$ cat config.mk
export PLATFORM = sky130hd
export DESIGN_NAME = pebble_mc_core_flat
export DESIGN_NICKNAME = d
export VERILOG_FILES = /design/src/rtl/pebble_mc_core_if.sv /design/src/rtl/pebble_mc_core.sv /design/src/flat_wrapper.sv
export SDC_FILE = /design/constraint.sdc
export NUM_CORES = 1
export LEC_CHECK = 0
export ABC_AREA = 1
export CAP_MARGIN = 25
export CORE_MARGIN = 5
export CORE_UTILIZATION = 50
export DETAILED_ROUTE_END_ITERATION = 12
export DONT_BUFFER_PORTS = 1
export PLACE_DENSITY = 0.74
export SLEW_MARGIN = 20
export SYNTH_ARGS = -nofsm -noshare
export SYNTH_HDL_FRONTEND = slang
export SYNTH_SLANG_ARGS = --single-unit
$ cat constraint.sdc
create_clock -name clk -period 5 [get_ports clk]
set_clock_uncertainty 0.05 [all_clocks]
set_input_delay 0.75 -clock clk [delete_from_list [all_inputs] [get_ports clk]]
set_output_delay 0.75 -clock clk [all_outputs]
set_load 0.05 [all_outputs]
$ cat src/rtl/pebble_mc_core_if.sv
// pebble_mc_core_if: data-memory request/acknowledge bus of the Pebble core.
//   dmem_req   core -> mem  request, held until ack
//   dmem_we    core -> mem  1 = store, 0 = load
//   dmem_addr  core -> mem  address, stable while req
//   dmem_wdata core -> mem  store data, stable while req
//   dmem_rdata mem  -> core load data, valid in the ack cycle
//   dmem_ack   mem  -> core one-cycle completion pulse
interface pebble_mc_core_if #(
    parameter int DW = 8
) ();
    logic          dmem_req;
    logic          dmem_we;
    logic [DW-1:0] dmem_addr;
    logic [DW-1:0] dmem_wdata;
    logic [DW-1:0] dmem_rdata;
    logic          dmem_ack;

    modport master (output dmem_req, dmem_we, dmem_addr, dmem_wdata,
                    input  dmem_rdata, dmem_ack);
    modport slave  (input  dmem_req, dmem_we, dmem_addr, dmem_wdata,
                    output dmem_rdata, dmem_ack);
endinterface

$ cat src/rtl/pebble_mc_core.sv
// pebble_mc_core: multi-cycle core for the 9-bit Pebble ISA.
// Runs IDLE -> FETCH -> EXEC [-> MEM] -> FETCH ... -> HALT, with a start/done
// run handshake and a saturating count of busy (FETCH/EXEC/MEM) cycles.
// Ports:
//   clk, reset  clock, asynchronous active-low reset
//   start       level-sampled run request (honoured in IDLE/HALT only)
//   done        high while halted
//   imem_addr   instruction address (= PC); imem_data sampled in FETCH
//   dmem        data-memory req/ack bus (master side)
//   cycles      busy cycles of the current run, saturating at all-ones
module pebble_mc_core #(
    parameter int DW  = 8,
    parameter int PCW = 10,
    parameter int CW  = 16
) (
    input  logic             clk,
    input  logic             reset,
    input  logic             start,
    output logic             done,
    output logic [PCW-1:0]   imem_addr,
    input  logic [8:0]       imem_data,
    pebble_mc_core_if.master dmem,
    output logic [CW-1:0]    cycles
);
    typedef enum logic [2:0] {S_IDLE, S_FETCH, S_EXEC, S_MEM, S_HALT} state_t;

    state_t             state;
    logic [PCW-1:0]     pc;
    logic [8:0]         ir;
    logic [3:0][DW-1:0] rf;
    logic [DW-1:0]      rs1_val;
    logic [DW-1:0]      rs2_val;
    logic [DW-1:0]      alu_res;
    logic [PCW-1:0]     pc_inc;
    logic               busy;

    assign imem_addr = pc;
    // ir[3:2]/ir[1:0] are the ALU operands and also the branch compare pair.
    assign rs1_val   = rf[ir[3:2]];
    assign rs2_val   = rf[ir[1:0]];
    assign pc_inc    = pc + PCW'(1);
    assign busy      = (state == S_FETCH) || (state == S_EXEC) || (state == S_MEM);

    always_comb begin
        alu_res = '0;
        case (ir[6:4])
            3'd0: alu_res = rs1_val + rs2_val;
            3'd1: alu_res = rs1_val - rs2_val;
            3'd2: alu_res = rs1_val & rs2_val;
            3'd3: alu_res = rs1_val | rs2_val;
            3'd4: alu_res = rs1_val ^ rs2_val;
            3'd5: alu_res = rs1_val << 1;
            3'd6: alu_res = rs1_val >> 1;
            3'd7: alu_res = DW'(rs1_val < rs2_val);
        endcase
    end

    always_ff @(posedge clk or negedge reset) begin
        if (!reset) begin
            state           <= S_IDLE;
            pc              <= '0;
            ir              <= '0;
            rf              <= '0;
            cycles          <= '0;
            done            <= 1'b0;
            dmem.dmem_req   <= 1'b0;
            dmem.dmem_we    <= 1'b0;
            dmem.dmem_addr  <= '0;
            dmem.dmem_wdata <= '0;
        end else begin
            if (busy && !(&cycles))
                cycles <= cycles + CW'(1);

            case (state)
                S_IDLE, S_HALT: begin
                    if (start) begin
                        state  <= S_FETCH;
                        pc     <= '0;
                        cycles <= '0;
                        done   <= 1'b0;
                    end
                end
                S_FETCH: begin
                    ir    <= imem_data;
                    state <= S_EXEC;
                end
                S_EXEC: begin
                    case (ir[8:7])
                        2'b00: begin
                            rf[ir[3:2]] <= alu_res;
                            pc          <= pc_inc;
                            state       <= S_FETCH;
                        end
                        2'b01: begin
                            rf[ir[6:5]] <= DW'(ir[4:0]);
                            pc          <= pc_inc;
                            state       <= S_FETCH;
                        end
                        2'b10: begin
                            // Bus fields are registered here so they stay put
                            // for however long the memory takes to ack.
                            dmem.dmem_req   <= 1'b1;
                            dmem.dmem_we    <= ~ir[6];
                            dmem.dmem_addr  <= rf[ir[3:2]];
                            dmem.dmem_wdata <= rf[ir[5:4]];
                            state           <= S_MEM;
                        end
                        2'b11: begin
                            if (ir[6]) begin
                                done  <= 1'b1;
                                state <= S_HALT;
                            end else begin
                                pc    <= (rs1_val == rs2_val) ? PCW'(rf[ir[5:4]]) : pc_inc;
                                state <= S_FETCH;
                            end
                        end
                    endcase
                end
                S_MEM: begin
                    if (dmem.dmem_ack) begin
                        if (!dmem.dmem_we)
                            rf[ir[5:4]] <= dmem.dmem_rdata;
                        dmem.dmem_req <= 1'b0;
                        pc            <= pc_inc;
                        state         <= S_FETCH;
                    end
                end
                default: state <= S_IDLE;
            endcase
        end
    end
endmodule

$ cat src/flat_wrapper.sv
// flat-port wrapper written by rule: the top's interface ports become plain ports
module pebble_mc_core_flat 
#(
    parameter int DW  = 8,
    parameter int PCW = 10,
    parameter int CW  = 16
)
  (clk, reset, start, done, imem_addr, imem_data, cycles, dmem_dmem_req, dmem_dmem_we, dmem_dmem_addr, dmem_dmem_wdata, dmem_dmem_rdata, dmem_dmem_ack);
  pebble_mc_core_if #(.DW(DW)) dmem_i ();
  input  logic clk;
  input  logic reset;
  input  logic start;
  output logic done;
  output logic [PCW-1:0] imem_addr;
  input  logic [8:0] imem_data;
  output logic [CW-1:0] cycles;
  output wire logic [$bits(dmem_i.dmem_req)-1:0] dmem_dmem_req;
  output wire logic [$bits(dmem_i.dmem_we)-1:0] dmem_dmem_we;
  output wire logic [$bits(dmem_i.dmem_addr)-1:0] dmem_dmem_addr;
  output wire logic [$bits(dmem_i.dmem_wdata)-1:0] dmem_dmem_wdata;
  input wire logic [$bits(dmem_i.dmem_rdata)-1:0] dmem_dmem_rdata;
  input wire logic [$bits(dmem_i.dmem_ack)-1:0] dmem_dmem_ack;
  assign dmem_dmem_req = dmem_i.dmem_req;
  assign dmem_dmem_we = dmem_i.dmem_we;
  assign dmem_dmem_addr = dmem_i.dmem_addr;
  assign dmem_dmem_wdata = dmem_i.dmem_wdata;
  assign dmem_i.dmem_rdata = dmem_dmem_rdata;
  assign dmem_i.dmem_ack = dmem_dmem_ack;
  pebble_mc_core #(.DW(DW), .PCW(PCW), .CW(CW)) u_core (.clk(clk), .reset(reset), .start(start), .done(done), .imem_addr(imem_addr), .imem_data(imem_data), .dmem(dmem_i), .cycles(cycles));
endmodule
; ---- Word level (Yosys, flattened, before mapping)
; Cells that the tools add are included.
[totals]
regBits = 89
wordCells = 116
[op_classes]
addsub = 4
magnitude_cmp = 8
eq_ne = 24
mux = 41
bitwise = 4
reduce_logical = 22
[ops]
columns = op, n
row1 = $pmux 32 s2, 2
row2 = $bwmux 32, 3
row3 = $mux 32, 2
row4 = $pmux 8 s8, 1
row5 = $bmux 8 s2, 3
row6 = $demux 8 s2, 3
row7 = $mux 16, 3
row8 = $mux 8, 6
row9 = $mux 10, 4
row10 = $pmux 10 s3, 1
row11 = $pmux 10 s2, 1
row12 = $add 16x1->16 const B, 1
row13 = $reduce_and 16->1, 1
row14 = $eq 3x3->1 const B, 5
row15 = $eq 3x2->1 const B, 4
row16 = $lt 2x3->1 const B, 4
row17 = $pmux 3 s4, 1
row18 = $add 10x1->10 const B, 1
row19 = $ne 2x2->1 const B, 5
row20 = $mux 3, 3
row21 = $ne 3x3->1 const B, 3
row22 = $pmux 3 s3, 1
row23 = $add 8x8->8, 1
row24 = $and 8x8->8, 1
row25 = 25 further kinds, 43

; ---- Logic depth before layout (Yosys ltp)
[logic_depth]
depth_word = 8
depth_mapped = 20
depth_no_buf = 18

; ---- Worst setup path before layout
; OpenSTA, ideal clock, no wires.
[synth_path]
kind = register to register
start = reg u_core.ir[0]
end = reg u_core.pc[0], in the netlist u_core.imem_addr[0]
arrival_time_ns = 2.643
path_slack_ns = 2.241
path_stages_with_launch = 15
path_cell_list = dfrtp_1 -> clkbuf_1 -> inv_1 -> clkbuf_1 -> nand2_1 -> a32oi_1 -> inv_1 -> ha_1 -> nor4_1 -> nand4_1 -> nor2_1 -> nand2_1 -> o21ai_0 -> nand2_1 -> nand2_1
[synth_via]
elab_chain_len = 7
[synth_lines]
columns = item, line
row1 = from (decl), pebble_mc_core.sv:29  ; logic [8:0] ir;
row2 = from (signal assigned), pebble_mc_core.sv:84  ; ir <= imem_data;
row3 = $bmux 8 s2, pebble_mc_core.sv:40  ; assign rs2_val = rf[ir[1:0]];
row4 = $mux 8 (implied by the code), pebble_mc_core.sv:40
row5 = $eq 8x8->1, pebble_mc_core.sv:113  ; pc <= (rs1_val == rs2_val) ? PCW'(rf[ir[5:4]]) : pc_inc;
row6 = $mux 10, pebble_mc_core.sv:113
row7 = $mux 10, pebble_mc_core.sv:109  ; if (ir[6]) begin
row8 = $pmux 10 s2, pebble_mc_core.sv:88  ; case (ir[8:7])
row9 = $pmux 10 s3, pebble_mc_core.sv:74  ; case (state)
row10 = to (signal assigned), pebble_mc_core.sv:91  ; pc <= pc_inc;
row11 = to (signal assigned), pebble_mc_core.sv:96  ; pc <= pc_inc;
row12 = to (signal assigned), pebble_mc_core.sv:113
row13 = to (decl), pebble_mc_core.sv:28  ; logic [PCW-1:0] pc;
; No other way between the ends. The select of a mux whose other input is x is not followed.
; A chain may end at the register's enable or synchronous reset.

; ---- Worst setup path after layout
[layout_path]
start = reg u_core.ir[2]
end = reg u_core.pc[3], in the netlist u_core.imem_addr[3]
[layout_via]
elab_chain_len = 7
[layout_lines]
columns = item, line
row1 = $bmux 8 s2, pebble_mc_core.sv:39  ; assign rs1_val = rf[ir[3:2]];
row2 = $mux 8 (implied by the code), pebble_mc_core.sv:39
row3 = net u_core.rs1_val[1], pebble_mc_core.sv:31  ; logic [DW-1:0] rs1_val;
row4 = $eq 8x8->1, pebble_mc_core.sv:113
row5 = $mux 10, pebble_mc_core.sv:113
row6 = $mux 10, pebble_mc_core.sv:109
row7 = $pmux 10 s2, pebble_mc_core.sv:88
row8 = $pmux 10 s3, pebble_mc_core.sv:74
; The timed path passes the listed nets, and every way through them passes these cells. The select of a mux whose other input is x is not followed.

==> reports/qor.yml <==
run_status:
  status: "complete, no violations"
routing:
  ant_nets: 0
  remaining_drc_errors: 0
  vias: 7058
  via_per_inst: 5.98
  drt_iter0_drc: 1170
  first_pass_iters: 7
  drt-wirelength-per-cell_um: 19.8
  routed_wl_um: 23400
global_routing:
  grt_overflow: 0
  grt_pass1_vias: 6485
  grt_pass1_wl_um: 36900
  track_usage: 0.296
  grt_max_degree: 90
  antenna_found_initial: 0
critical_path:
  crit_path_max_fanout: 11
  end_kind: "flop"
  start_kind: "flop"
  rr_worst_depth: 13
  critical_path_class: "flop to flop"
  arrival_ps: 3910
  worstPathRequired_ps: 5240
yosys:
  synth_cells: 1014
  synthArstFlopShare: 1.00
  synth_cell_type_count: 44
  ys_ff_latch: 89
  ys_warn_count: 0
  syn-num-nets: 1063
  synth-edff-count: 0
  yosysSeqAreaShare: 0.332
  synth_ff_type: "dfrtp_1"
  syn_avg_cell_area_um2: 6.61
  syn-cell-area_um2: 6700
timing:
  fin_crit_ps: 3670
  rsz0062_at_grt: "false"
  fin_crit_sh: 0.734
  hold_violations: 0
  max_slew_margin: 0.329
  fin_ws_ps: 1330
  max_freq_mhz: 272
  setup_tns_ps: 0
  setup_violations: 0
  maxSlewViolCount: 0
  worst_pin_slew_ps: 1000
clocking:
  htree_levels: 3
  clk_pin_slew_ps: 70
  cts_root_buf: "clkbuf_16"
  cts-resized-gates: 0
  cts_setup_buffers: 0
  clock_latency_ps: 360
  cts_tree: "built"
  cts.sinks: 89
  hold_buffers: 0
  clock_path_buffers: 2
  cts-buffers-inserted: 9
floorplan:
  die_x_um: 126
  dieArea_um2: 15800
  start_util: 0.508
  io_pins: 66
  die_y_um: 126
  core_um2: 13200
  placementRows: 42
layout:
  area_growth_pct: 5.67
  layout-drive-gt1-share: 0.0398
  nNetsFinal: 1051
  antenna_cells: 0
run:
  max-cap-violations: 0
placed_design:
  gp_congestion: 1.05
  portBuffers: 0
  post-place-ws_ps: 1480
  dp_hpwl_um: 17600
min_path:
  hold_path.class: "primary input to async pin"
## worst max-delay path: stages (launching register included)
cell	delay, ps
dfrtp_1	540
clkinv_1	370
nor2_1	340
nand2_1	90
nand3_1	340
inv_1	120
ha_1	390
nor4_1	270
nand4_1	380
nor2_1	420
nand2_1	90
o21ai_0	80
nand2_1	60
nand2_1	50
## cell usage in the layout (no fill, tap or decap), types with 4 or more instances in the layout
master       n
nand2_1    242
a32oi_1      8
a31oi_1      4
a21oi_1     84
o31ai_1      7
nand4_1     12
o22ai_1      8
inv_2        5
nand2_2      4
o211ai_1     4
nor3_1       6
clkinv_2     5
dfrtp_1     89
nand3_1     78
a211oi_1     6
clkbuf_16    9
nor2_1     165
a22oi_1      8
xor2_1      15
ha_1        26
o21ai_0     63
inv_1      115
## metrics by stage
step	area, um2	hold slack [ps]	utilization	cells
after global routing	7080	31.0	0.537	1181
after CTS	7080	31.8	0.537	1181
final	7080	39.0	0.537	1181
after floorplan	6700	404	-	1014
after detailed placement	6810	409	0.516	1167
after global placement	6810	409	0.516	1167
## kinds of logic (layout without fill, tap and decap cells)
family                     after synthesis  count (layout)  synth area share
buffers and inverters                  153             144            0.0926
and+or+nand+nor                        524             524             0.326
DFF                                     89              89             0.332
xor gates and xnor gates                17              17            0.0222
AOI/OAI and AO/OA                      203             203             0.172
adders and majority gates               28              28            0.0545
## flip-flops by register name, indices dropped and copies added, names as in the netlist
register	count
u_core.rf	32
u_core.cycles	16
u_core.imem_addr	10
u_core.ir	9
u_core.dmem.dmem_addr	8
u_core.dmem.dmem_wdata	8
u_core.state	3
u_core.dmem.dmem_req	1
u_core.dmem.dmem_we	1
u_core.done	1
## final timing paths
| kind | from | slack (ps) | end |
|---|---|---|---|
| worst max register to register | u_core.ir[2] | 1330 | u_core.imem_addr[3] |
| max in group asynchronous | reset | 4630 | u_core.cycles[9] |
| worst max-delay path | u_core.ir[2] | 1330 | u_core.imem_addr[3] |
| worst min register to register | u_core.rf[7] | 490 | u_core.rf[7] |
| min in group clk | start | 420 | u_core.cycles[6] |
| worst min-delay path | reset | 40 | u_core.rf[5] |
## area by class of cell
type	count	area (um2)
sequential	89	2230
inverter	127	482
clock buffer	11	233
multi-input combinational	772	3860
timing repair buffer	3	22.5
clock inverter	3	43.8
fill	1350	6110
tap	176	220
## routing by layer
layer | global-route usage | vias up | part of all wire | wire [um]
li1 | - | 3300 | - | -
met1 | 0.418 | 3268 | 0.41 | 9640
met2 | 0.438 | 442 | 0.43 | 10200
met3 | 0.0792 | 48 | 0.12 | 2900
met4 | 0.107 | 0 | 0.030 | 692
met5 | 0 | - | 0 | 0
## synth_stat cells (3+ instances only)
library cell | instances | area, um2
a211oi_1 | 6 | 45.0
a21oi_1 | 84 | 420
a22oi_1 | 8 | 60.1
a31oi_1 | 4 | 25.0
a32oi_1 | 8 | 70.1
buf_2 | 7 | 35.0
clkbuf_1 | 14 | 52.6
clkinv_1 | 3 | 11.3
clkinv_2 | 4 | 20.0
dfrtp_1 | 89 | 2230
ha_1 | 26 | 325
inv_1 | 115 | 432
inv_2 | 5 | 18.8
nand2_1 | 242 | 908
nand2_2 | 4 | 25.0
nand3_1 | 78 | 390
nand4_1 | 12 | 75.1
nor2_1 | 165 | 619
nor2_2 | 3 | 18.8
nor2_4 | 3 | 33.8
nor3_1 | 6 | 30.0
nor4_1 | 3 | 18.8
o211ai_1 | 4 | 30.0
o21ai_0 | 63 | 315
o21bai_1 | 3 | 22.5
o221ai_1 | 3 | 26.3
o22ai_1 | 8 | 50.1
o31ai_1 | 7 | 52.6
or2_2 | 3 | 18.8
xor2_1 | 15 | 131
Power is left out: the tool's default activity adds up to more than one toggle a clock period on the data nets, which glitch-free logic cannot reach.
